### config.mk
export PLATFORM = sky130hd
export DESIGN_NAME = line_miss_sched_flat
export DESIGN_NICKNAME = d
export VERILOG_FILES = /design/src/rtl/line_miss_sched_if.sv /design/src/rtl/line_miss_sched.sv /design/src/flat_wrapper.sv
export SDC_FILE = /design/constraint.sdc
export NUM_CORES = 1
export LEC_CHECK = 0
export ABC_AREA = 1
export CELL_PAD_IN_SITES_DETAIL_PLACEMENT = 0
export CELL_PAD_IN_SITES_GLOBAL_PLACEMENT = 1
export CORE_MARGIN = 1.5
export CORE_UTILIZATION = 35
export CTS_CLUSTER_SIZE = 25
export DETAILED_ROUTE_END_ITERATION = 10
export PLACE_DENSITY = 0.68
export SETUP_SLACK_MARGIN = 0.05
export SKIP_LAST_GASP = 1
export SYNTH_ARGS = -nofsm -noshare
export SYNTH_HDL_FRONTEND = slang
export SYNTH_SLANG_ARGS = --single-unit
### constraint.sdc
create_clock -name clk -period 4.22 [get_ports clk]
set_clock_uncertainty 0.1 [all_clocks]
set_input_delay 0.633 -clock clk [delete_from_list [all_inputs] [get_ports clk]]
set_output_delay 0.633 -clock clk [all_outputs]
set_load 0.02 [all_outputs]
### src/rtl/line_miss_sched_if.sv
// Fetch-engine command bus between the miss scheduler and the line fetch engine.
// master (scheduler): drives fetch_req / fetch_cmd / fetch_tag / fetch_addr,
//                     samples fetch_gnt (command accepted) and fetch_done (command finished).
// slave  (engine)   : the mirror image.
interface line_miss_sched_if #(
    parameter int addr_width = 32,
    parameter int list_depth = 4
);
    logic                          fetch_req;
    logic [1:0]                    fetch_cmd;
    logic [$clog2(list_depth)-1:0] fetch_tag;
    logic [addr_width-1:0]         fetch_addr;
    logic                          fetch_gnt;
    logic                          fetch_done;

    modport master (
        output fetch_req,
        output fetch_cmd,
        output fetch_tag,
        output fetch_addr,
        input  fetch_gnt,
        input  fetch_done
    );

    modport slave (
        input  fetch_req,
        input  fetch_cmd,
        input  fetch_tag,
        input  fetch_addr,
        output fetch_gnt,
        output fetch_done
    );
endinterface

### src/rtl/line_miss_sched.sv
// Miss scheduler: arbitrates two requesters round-robin, looks the missing line up
// in the line table, picks a FIFO victim, sequences an optional writeback and a
// refill on the fetch engine, then returns the line tag to the owner.
// Ports:
//   clk, rst_n                 clock, asynchronous active-low reset
//   miss_req_x / miss_addr_x   miss request (held until granted) and its address
//   miss_gnt_x                 combinational grant, only asserted in IDLE
//   miss_done_x / miss_tag     one-cycle completion pulse and assigned line tag
//   dirty_set / dirty_tag      cache write hit marks a valid line dirty
//   line_valid, busy           per-line valid vector, scheduler not idle
//   fetch_bus                  command bus to the line fetch engine
module line_miss_sched #(
    parameter int addr_width = 32,
    parameter int list_depth = 4,
    parameter int list_width = 32
) (
    input  logic                          clk,
    input  logic                          rst_n,
    input  logic                          miss_req_0,
    input  logic                          miss_req_1,
    input  logic [addr_width-1:0]         miss_addr_0,
    input  logic [addr_width-1:0]         miss_addr_1,
    output logic                          miss_gnt_0,
    output logic                          miss_gnt_1,
    output logic                          miss_done_0,
    output logic                          miss_done_1,
    output logic [$clog2(list_depth)-1:0] miss_tag,
    input  logic                          dirty_set,
    input  logic [$clog2(list_depth)-1:0] dirty_tag,
    output logic [list_depth-1:0]         line_valid,
    output logic                          busy,
    line_miss_sched_if.master             fetch_bus
);
    localparam int TW = $clog2(list_depth);
    localparam int OW = $clog2(list_width);
    localparam int LW = addr_width - OW;
    localparam logic [TW-1:0] LAST_TAG = TW'(list_depth - 1);
    localparam logic [1:0] CMD_WB = 2'b00;
    localparam logic [1:0] CMD_RF = 2'b01;

    typedef enum logic [2:0] {
        IDLE    = 3'd0,
        CHECK   = 3'd1,
        WB_REQ  = 3'd2,
        WB_WAIT = 3'd3,
        RF_REQ  = 3'd4,
        RF_WAIT = 3'd5,
        RESP    = 3'd6
    } state_t;

    state_t                state_r;
    state_t                state_nxt_s;

    // line table
    logic [list_depth-1:0] valid_r;
    logic [list_depth-1:0] dirty_r;
    logic [LW-1:0]         line_tab_r [list_depth];
    logic [TW-1:0]         victim_ptr_r;

    // current miss context
    logic [LW-1:0]         cur_line_r;
    logic [TW-1:0]         cur_tag_r;
    logic                  owner_r;
    logic                  rr_ptr_r;

    // decode
    logic                  any_req_s;
    logic                  win_s;
    logic                  hit_s;
    logic [TW-1:0]         hit_idx_s;
    logic [TW-1:0]         check_tag_s;
    logic [TW-1:0]         tag_nxt_s;
    logic                  victim_dirty_s;
    logic                  in_fetch_s;
    logic                  dirty_ok_s;

    // next output values and their registers
    logic                  fetch_req_s, fetch_req_r;
    logic [1:0]            fetch_cmd_s, fetch_cmd_r;
    logic [TW-1:0]         fetch_tag_s, fetch_tag_r;
    logic [addr_width-1:0] fetch_addr_s, fetch_addr_r;
    logic                  done_0_s, done_0_r;
    logic                  done_1_s, done_1_r;
    logic [TW-1:0]         miss_tag_s, miss_tag_r;
    logic                  busy_s, busy_r;

    // The word-offset bits of the miss address never reach the line table.
    logic                  unused_addr_bits_s;
    assign unused_addr_bits_s = ^{miss_addr_0[OW-1:0], miss_addr_1[OW-1:0]};

    // Round-robin winner, line lookup and victim selection
    always_comb begin
        any_req_s = miss_req_0 | miss_req_1;
        if (miss_req_0 && miss_req_1) begin
            win_s = rr_ptr_r;
        end else if (miss_req_1) begin
            win_s = 1'b1;
        end else begin
            win_s = 1'b0;
        end

        hit_s     = 1'b0;
        hit_idx_s = {TW{1'b0}};
        for (int i = 0; i < list_depth; i++) begin
            if (!hit_s && valid_r[i] && (line_tab_r[i] == cur_line_r)) begin
                hit_s     = 1'b1;
                hit_idx_s = TW'(i);
            end else begin
                hit_s     = hit_s;
            end
        end

        victim_dirty_s = valid_r[victim_ptr_r] & dirty_r[victim_ptr_r];
        if (hit_s) begin
            check_tag_s = hit_idx_s;
        end else begin
            check_tag_s = victim_ptr_r;
        end
        // cur_tag_r only becomes valid after CHECK, so use the fresh decision there
        if (state_r == CHECK) begin
            tag_nxt_s = check_tag_s;
        end else begin
            tag_nxt_s = cur_tag_r;
        end

        in_fetch_s = (state_r == WB_REQ) || (state_r == WB_WAIT) ||
                     (state_r == RF_REQ) || (state_r == RF_WAIT);
        dirty_ok_s = dirty_set && valid_r[dirty_tag] &&
                     !(in_fetch_s && (dirty_tag == cur_tag_r));
    end

    // State register
    always_ff @(posedge clk or negedge rst_n) begin
        if (!rst_n) begin
            state_r <= IDLE;
        end else begin
            state_r <= state_nxt_s;
        end
    end

    // Next-state logic
    always_comb begin
        state_nxt_s = state_r;
        case (state_r)
            IDLE: begin
                if (any_req_s) state_nxt_s = CHECK;
                else           state_nxt_s = IDLE;
            end
            CHECK: begin
                if (hit_s)               state_nxt_s = RESP;
                else if (victim_dirty_s) state_nxt_s = WB_REQ;
                else                     state_nxt_s = RF_REQ;
            end
            WB_REQ: begin
                if (fetch_bus.fetch_gnt) state_nxt_s = WB_WAIT;
                else                     state_nxt_s = WB_REQ;
            end
            WB_WAIT: begin
                if (fetch_bus.fetch_done) state_nxt_s = RF_REQ;
                else                      state_nxt_s = WB_WAIT;
            end
            RF_REQ: begin
                if (fetch_bus.fetch_gnt) state_nxt_s = RF_WAIT;
                else                     state_nxt_s = RF_REQ;
            end
            RF_WAIT: begin
                if (fetch_bus.fetch_done) state_nxt_s = RESP;
                else                      state_nxt_s = RF_WAIT;
            end
            RESP:    state_nxt_s = IDLE;
            default: state_nxt_s = IDLE;
        endcase
    end

    // Output decode: grants are combinational, the rest is precomputed from the next state
    always_comb begin
        miss_gnt_0   = (state_r == IDLE) && any_req_s && !win_s;
        miss_gnt_1   = (state_r == IDLE) && any_req_s && win_s;
        fetch_req_s  = 1'b0;
        fetch_cmd_s  = 2'b00;
        fetch_tag_s  = {TW{1'b0}};
        fetch_addr_s = {addr_width{1'b0}};
        done_0_s     = 1'b0;
        done_1_s     = 1'b0;
        miss_tag_s   = {TW{1'b0}};
        busy_s       = (state_nxt_s != IDLE);
        case (state_nxt_s)
            WB_REQ: begin
                fetch_req_s  = 1'b1;
                fetch_cmd_s  = CMD_WB;
                fetch_tag_s  = tag_nxt_s;
                fetch_addr_s = {line_tab_r[tag_nxt_s], {OW{1'b0}}};
            end
            RF_REQ: begin
                fetch_req_s  = 1'b1;
                fetch_cmd_s  = CMD_RF;
                fetch_tag_s  = tag_nxt_s;
                fetch_addr_s = {cur_line_r, {OW{1'b0}}};
            end
            RESP: begin
                done_0_s   = !owner_r;
                done_1_s   = owner_r;
                miss_tag_s = tag_nxt_s;
            end
            default: begin
                fetch_req_s = 1'b0;
            end
        endcase
    end

    // Output registers
    always_ff @(posedge clk or negedge rst_n) begin
        if (!rst_n) begin
            fetch_req_r  <= 1'b0;
            fetch_cmd_r  <= 2'b00;
            fetch_tag_r  <= {TW{1'b0}};
            fetch_addr_r <= {addr_width{1'b0}};
            done_0_r     <= 1'b0;
            done_1_r     <= 1'b0;
            miss_tag_r   <= {TW{1'b0}};
            busy_r       <= 1'b0;
        end else begin
            fetch_req_r  <= fetch_req_s;
            fetch_cmd_r  <= fetch_cmd_s;
            fetch_tag_r  <= fetch_tag_s;
            fetch_addr_r <= fetch_addr_s;
            done_0_r     <= done_0_s;
            done_1_r     <= done_1_s;
            miss_tag_r   <= miss_tag_s;
            busy_r       <= busy_s;
        end
    end

    // Miss context: owner, line address and round-robin pointer at grant, tag at CHECK
    always_ff @(posedge clk or negedge rst_n) begin
        if (!rst_n) begin
            cur_line_r <= {LW{1'b0}};
            owner_r    <= 1'b0;
            rr_ptr_r   <= 1'b0;
            cur_tag_r  <= {TW{1'b0}};
        end else begin
            if ((state_r == IDLE) && any_req_s) begin
                owner_r    <= win_s;
                rr_ptr_r   <= !win_s;
                cur_line_r <= win_s ? miss_addr_1[addr_width-1:OW] : miss_addr_0[addr_width-1:OW];
            end
            if (state_r == CHECK) begin
                cur_tag_r <= check_tag_s;
            end
        end
    end

    // Line table; later assignments win, so a dirty clear overrides a coincident set
    always_ff @(posedge clk or negedge rst_n) begin
        if (!rst_n) begin
            valid_r      <= {list_depth{1'b0}};
            dirty_r      <= {list_depth{1'b0}};
            victim_ptr_r <= {TW{1'b0}};
            for (int i = 0; i < list_depth; i++) begin
                line_tab_r[i] <= {LW{1'b0}};
            end
        end else begin
            if (dirty_ok_s) begin
                dirty_r[dirty_tag] <= 1'b1;
            end
            if ((state_r == WB_WAIT) && fetch_bus.fetch_done) begin
                dirty_r[cur_tag_r] <= 1'b0;
            end
            // the line stops being valid as soon as its refill is scheduled
            if ((state_nxt_s == RF_REQ) && (state_r != RF_REQ)) begin
                valid_r[tag_nxt_s] <= 1'b0;
            end
            if ((state_r == RF_WAIT) && fetch_bus.fetch_done) begin
                line_tab_r[cur_tag_r] <= cur_line_r;
                valid_r[cur_tag_r]    <= 1'b1;
                dirty_r[cur_tag_r]    <= 1'b0;
                if (victim_ptr_r == LAST_TAG) begin
                    victim_ptr_r <= {TW{1'b0}};
                end else begin
                    victim_ptr_r <= victim_ptr_r + {{(TW-1){1'b0}}, 1'b1};
                end
            end
        end
    end

    assign fetch_bus.fetch_req  = fetch_req_r;
    assign fetch_bus.fetch_cmd  = fetch_cmd_r;
    assign fetch_bus.fetch_tag  = fetch_tag_r;
    assign fetch_bus.fetch_addr = fetch_addr_r;
    assign miss_done_0          = done_0_r;
    assign miss_done_1          = done_1_r;
    assign miss_tag             = miss_tag_r;
    assign line_valid           = valid_r;
    assign busy                 = busy_r;

endmodule

### src/flat_wrapper.sv
// flat-port wrapper written by rule: the top's interface ports become plain ports
module line_miss_sched_flat 
#(
    parameter int addr_width = 32,
    parameter int list_depth = 4,
    parameter int list_width = 32
)
  (clk, rst_n, miss_req_0, miss_req_1, miss_addr_0, miss_addr_1, miss_gnt_0, miss_gnt_1, miss_done_0, miss_done_1, miss_tag, dirty_set, dirty_tag, line_valid, busy, fetch_bus_fetch_req, fetch_bus_fetch_cmd, fetch_bus_fetch_tag, fetch_bus_fetch_addr, fetch_bus_fetch_gnt, fetch_bus_fetch_done);
  line_miss_sched_if #(.addr_width(addr_width), .list_depth(list_depth)) fetch_bus_i ();
  input  logic clk;
  input  logic rst_n;
  input  logic miss_req_0;
  input  logic miss_req_1;
  input  logic [addr_width-1:0] miss_addr_0;
  input  logic [addr_width-1:0] miss_addr_1;
  output logic miss_gnt_0;
  output logic miss_gnt_1;
  output logic miss_done_0;
  output logic miss_done_1;
  output logic [$clog2(list_depth)-1:0] miss_tag;
  input  logic dirty_set;
  input  logic [$clog2(list_depth)-1:0] dirty_tag;
  output logic [list_depth-1:0] line_valid;
  output logic busy;
  output wire logic [$bits(fetch_bus_i.fetch_req)-1:0] fetch_bus_fetch_req;
  output wire logic [$bits(fetch_bus_i.fetch_cmd)-1:0] fetch_bus_fetch_cmd;
  output wire logic [$bits(fetch_bus_i.fetch_tag)-1:0] fetch_bus_fetch_tag;
  output wire logic [$bits(fetch_bus_i.fetch_addr)-1:0] fetch_bus_fetch_addr;
  input wire logic [$bits(fetch_bus_i.fetch_gnt)-1:0] fetch_bus_fetch_gnt;
  input wire logic [$bits(fetch_bus_i.fetch_done)-1:0] fetch_bus_fetch_done;
  assign fetch_bus_fetch_req = fetch_bus_i.fetch_req;
  assign fetch_bus_fetch_cmd = fetch_bus_i.fetch_cmd;
  assign fetch_bus_fetch_tag = fetch_bus_i.fetch_tag;
  assign fetch_bus_fetch_addr = fetch_bus_i.fetch_addr;
  assign fetch_bus_i.fetch_gnt = fetch_bus_fetch_gnt;
  assign fetch_bus_i.fetch_done = fetch_bus_fetch_done;
  line_miss_sched #(.addr_width(addr_width), .list_depth(list_depth), .list_width(list_width)) u_core (.clk(clk), .rst_n(rst_n), .miss_req_0(miss_req_0), .miss_req_1(miss_req_1), .miss_addr_0(miss_addr_0), .miss_addr_1(miss_addr_1), .miss_gnt_0(miss_gnt_0), .miss_gnt_1(miss_gnt_1), .miss_done_0(miss_done_0), .miss_done_1(miss_done_1), .miss_tag(miss_tag), .dirty_set(dirty_set), .dirty_tag(dirty_tag), .line_valid(line_valid), .busy(busy), .fetch_bus(fetch_bus_i));
endmodule
==> results.json <==
{
  "hpwlAfterDp_um": 23300,
  "post_cts_buffers": 0,
  "grt_pass1_vias": 8793,
  "grt_overflow_total": 0,
  "clkPwrFrac": 0.165,
  "place_congestion": 0.827,
  "r2r-start": "u_core.cur_line_r[4]",
  "netlist_area_mm2": 0.0102,
  "synthToLayoutAreaGrowth_pct": 18.8,
  "drc": 0,
  "fill_cells": 3016,
  "rrSetupSlack_ns": 0.98,
  "rr_endpoint": "u_core.fetch_bus.fetch_addr[27]",
  "seq_power_share": 0.343,
  "cp_num_buf_inv": 2,
  "seq_area_frac_synth": 0.459,
  "wirelength_um": 34000,
  "cp.arrival_ns": 3.50,
  "synth_edf_count": 0,
  "synth_area_leader_cell": "dfrtp_1",
  "rsz0062_at_grt": "false",
  "start_util": 0.356,
  "finalMaxSlewViolations": 0,
  "power_switching_share": 0.494,
  "first_iter_violations": 736,
  "wire_per_inst_um": 17.7,
  "clkSinkCount": 188,
  "cts_resized": 0,
  "finalCritPeriodShare": 0.768,
  "async_reset_ff_frac": 1.00,
  "worst_slew_pin_slew_ns": 1.00,
  "antenna_found_initial": 1,
  "grt_max_degree": 85,
  "synth_top_area_frac": 0.459,
  "clk_path_buf_depth": 2,
  "synth_warnings": 0,
  "clkTransAtPathRegs_ns": 0.08,
  "design_area_mm2": 0.0122,
  "critical-path-top-delay-family": "simple AND/OR/NAND/NOR gates",
  "cts_buffers": 17,
  "max_freq_ghz": 0.309,
  "combPwrFrac": 0.492,
  "netSwitchingPower_uw": 4710,
  "worstSetupPathType": "reg -> reg",
  "hold_buffers": 0,
  "maxSlewHeadroom": 0.330,
  "start_kind": "flip-flop",
  "intPower_uw": 4830,
  "synth_ff_type": "dfrtp_1",
  "antenna_cells": 0,
  "synth_commonest_cells": "nand2_1 (682), dfrtp_1 (188), o21ai_0 (146)",
  "p_leak_uw": 0.00586,
  "clock_latency_ns": 0.44,
  "powerDensity_mw_per_mm2": 785,
  "htreeDepth": 4,
  "crit_slowest_cell": "dfrtp_1",
  "viasPerCell": 4.82,
  "fin_util": 0.423,
  "syn_avg_cell_area_um2": 7.05,
  "crit_top_cell": "nand2_1",
  "placed_area_mm2": 0.0116,
  "hold_viol": 0,
  "dr.pass1.iters": 5,
  "io_pins": 121,
  "status": "complete, no violations",
  "synth.most_common_cell": "nand2_1",
  "nNetsFinal": 1603,
  "period_needed_ns": 3.24,
  "synth_cells": 1452,
  "num_vias": 9276,
  "io_buffers": 104,
  "yosys_register_bits": 188,
  "finalNonFillerCells": 1924,
  "cts_tree": "done",
  "layout-drive-gt1-share": 0.0695,
  "critPathRequiredTime_ns": 4.48,
  "die_x_um": 174,
  "dieArea_mm2": 0.0303,
  "ir_drop_v": 0.000286,
  "antenna_left": 0,
  "grt_use_total": 0.230,
  "end_kind": "flip-flop",
  "setup_viol": 0,
  "tns_ns": 0,
  "critPathLaunch": "u_core.cur_line_r[4]",
  "drv_cap": 0,
  "p_total_uw": 9540,
  "grt_pass1_wl_um": 52200,
  "worstPathCellList": "inv_1, nand2_1, nand2_1, nor2_1, nand4_1, nor2_1, nand2_1, nand4_2, nand2_2, nand2_4, buf_12, nand2_1, o21ai_0, nand2_1, nand2_1, nand2_1, nand2_1",
  "root_buffer": "clkbuf_16",
  "reg2regPathDepth": 17,
  "core_area_mm2": 0.0288,
  "hp-class": "in -> async",
  "max_stage_delay_ns": 0.51,
  "die_y_um": 174,
  "synth_area_leaders": "dfrtp_1 (46%), nand2_1 (25%), o21ai_0 (7.1%), inv_1 (3.8%), nor2_1 (2.9%)",
  "yosysUniqueCellTypes": 40,
  "dp_cells": 1892,
  "cp_max_fo": 46,
  "std_cell_rows": 62
}
[metal layers]
metal	share of wire	up-vias	track usage
met4	0.023	2	0.0758
met5	0.00047	-	0
met2	0.46	264	0.370
met1	0.47	4323	0.318
met3	0.048	33	0.0322
li1	-	4654	-
[per-stage QoR]
| stage | worst slack (ns) | hold slack [ns] |
|---|---|---|
| 4_1_cts | 0.952 | 0.194 |
| 2_1_floorplan | 2.05 | 0.237 |
| 3_5_place_dp | 0.911 | 0.316 |
| 6_report | 0.979 | 0.123 |
| 5_1_grt | 0.562 | 0.178 |
| 3_3_place_gp | 0.894 | 0.310 |
[placed cells by master, fill, tap and decap left out, drive strengths merged]
master / instances
nor3: 5
o221ai: 1
xnor2: 19
clkdlybuf4s50: 103
xor2: 2
nor4: 2
conb: 6
and2: 1
nand3: 18
a21oi: 9
clkbuf: 20
ha: 3
nor2: 82
and3: 1
o211ai: 28
buf: 15
nand4: 18
a31oi: 5
a221oi: 1
o21ai: 169
o21a: 1
dfrtp: 188
nand3b: 1
clkinvlp: 5
o21bai: 1
nand2: 689
a21boi: 1
inv: 140
clkinv: 6
[worst max path at each step]
stage	slack, ns	cells after the start	to
final	0.98	17	u_core.fetch_bus.fetch_addr[27]
after global routing	0.56	17	u_core.fetch_bus.fetch_addr[31]
after CTS	0.95	16	u_core.fetch_bus.fetch_addr[27]
after floorplan	2.05	19	u_core.line_valid[0]
after global placement	0.89	11	u_core.fetch_bus.fetch_addr[27]
after detailed placement	0.91	11	u_core.fetch_bus.fetch_addr[27]
[layout make-up]
cell class / count / area, um^2 / share of cell area
well taps: 384 / 480 / 0.0395
clock inverters: 13 / 108 / 0.00885
flip-flops and latches: 188 / 4700 / 0.387
repair buffers: 119 / 1190 / 0.0983
inverters: 138 / 520 / 0.0428
clock buffers: 19 / 443 / 0.0364
multi-input cells: 1063 / 4710 / 0.387
[flip-flops by register name (all words and copies together) (netlist names), 3 cells and up]
| register | count |
|---|---|
| u_core.line_tab_r | 108 |
| u_core.cur_line_r | 27 |
| u_core.fetch_bus.fetch_addr | 27 |
| u_core.dirty_r | 4 |
| u_core.line_valid | 4 |
| u_core.state_r | 3 |
[power groups by stage]
stage / logic (uW) / clock network [uW] / registers (uW)
finish: 4690 / 1580 / 3270
global route: 5280 / 1660 / 3390
CTS: 4740 / 1600 / 3270
detailed placement: 4720 / 0 / 3290
global placement: 4700 / 0 / 3280
floorplan: 3130 / 0 / 3090
[cells by family after synthesis]
| group | synth area share |
|---|---|
| compound gates | 0.121 |
| xor+xnor | 0.0180 |
| fa+ha+maj | 0.00367 |
| buf+inv | 0.0846 |
| flops | 0.459 |
| other cells | 0.000366 |
| simple gates | 0.313 |
[worst reg2reg max path, stage by stage (launching register included)]
cell and delay, ns:
dfrtp_1 0.51, inv_1 0.19, nand2_1 0.23, nand2_1 0.08, nor2_1 0.15, nand4_1 0.13, nor2_1 0.17, nand2_1 0.18
nand4_2 0.18, nand2_2 0.08, nand2_4 0.42, buf_12 0.27, nand2_1 0.06, o21ai_0 0.07, nand2_1 0.07, nand2_1 0.09
nand2_1 0.05, nand2_1 0.13
Power figures use the tool's default switching activity.
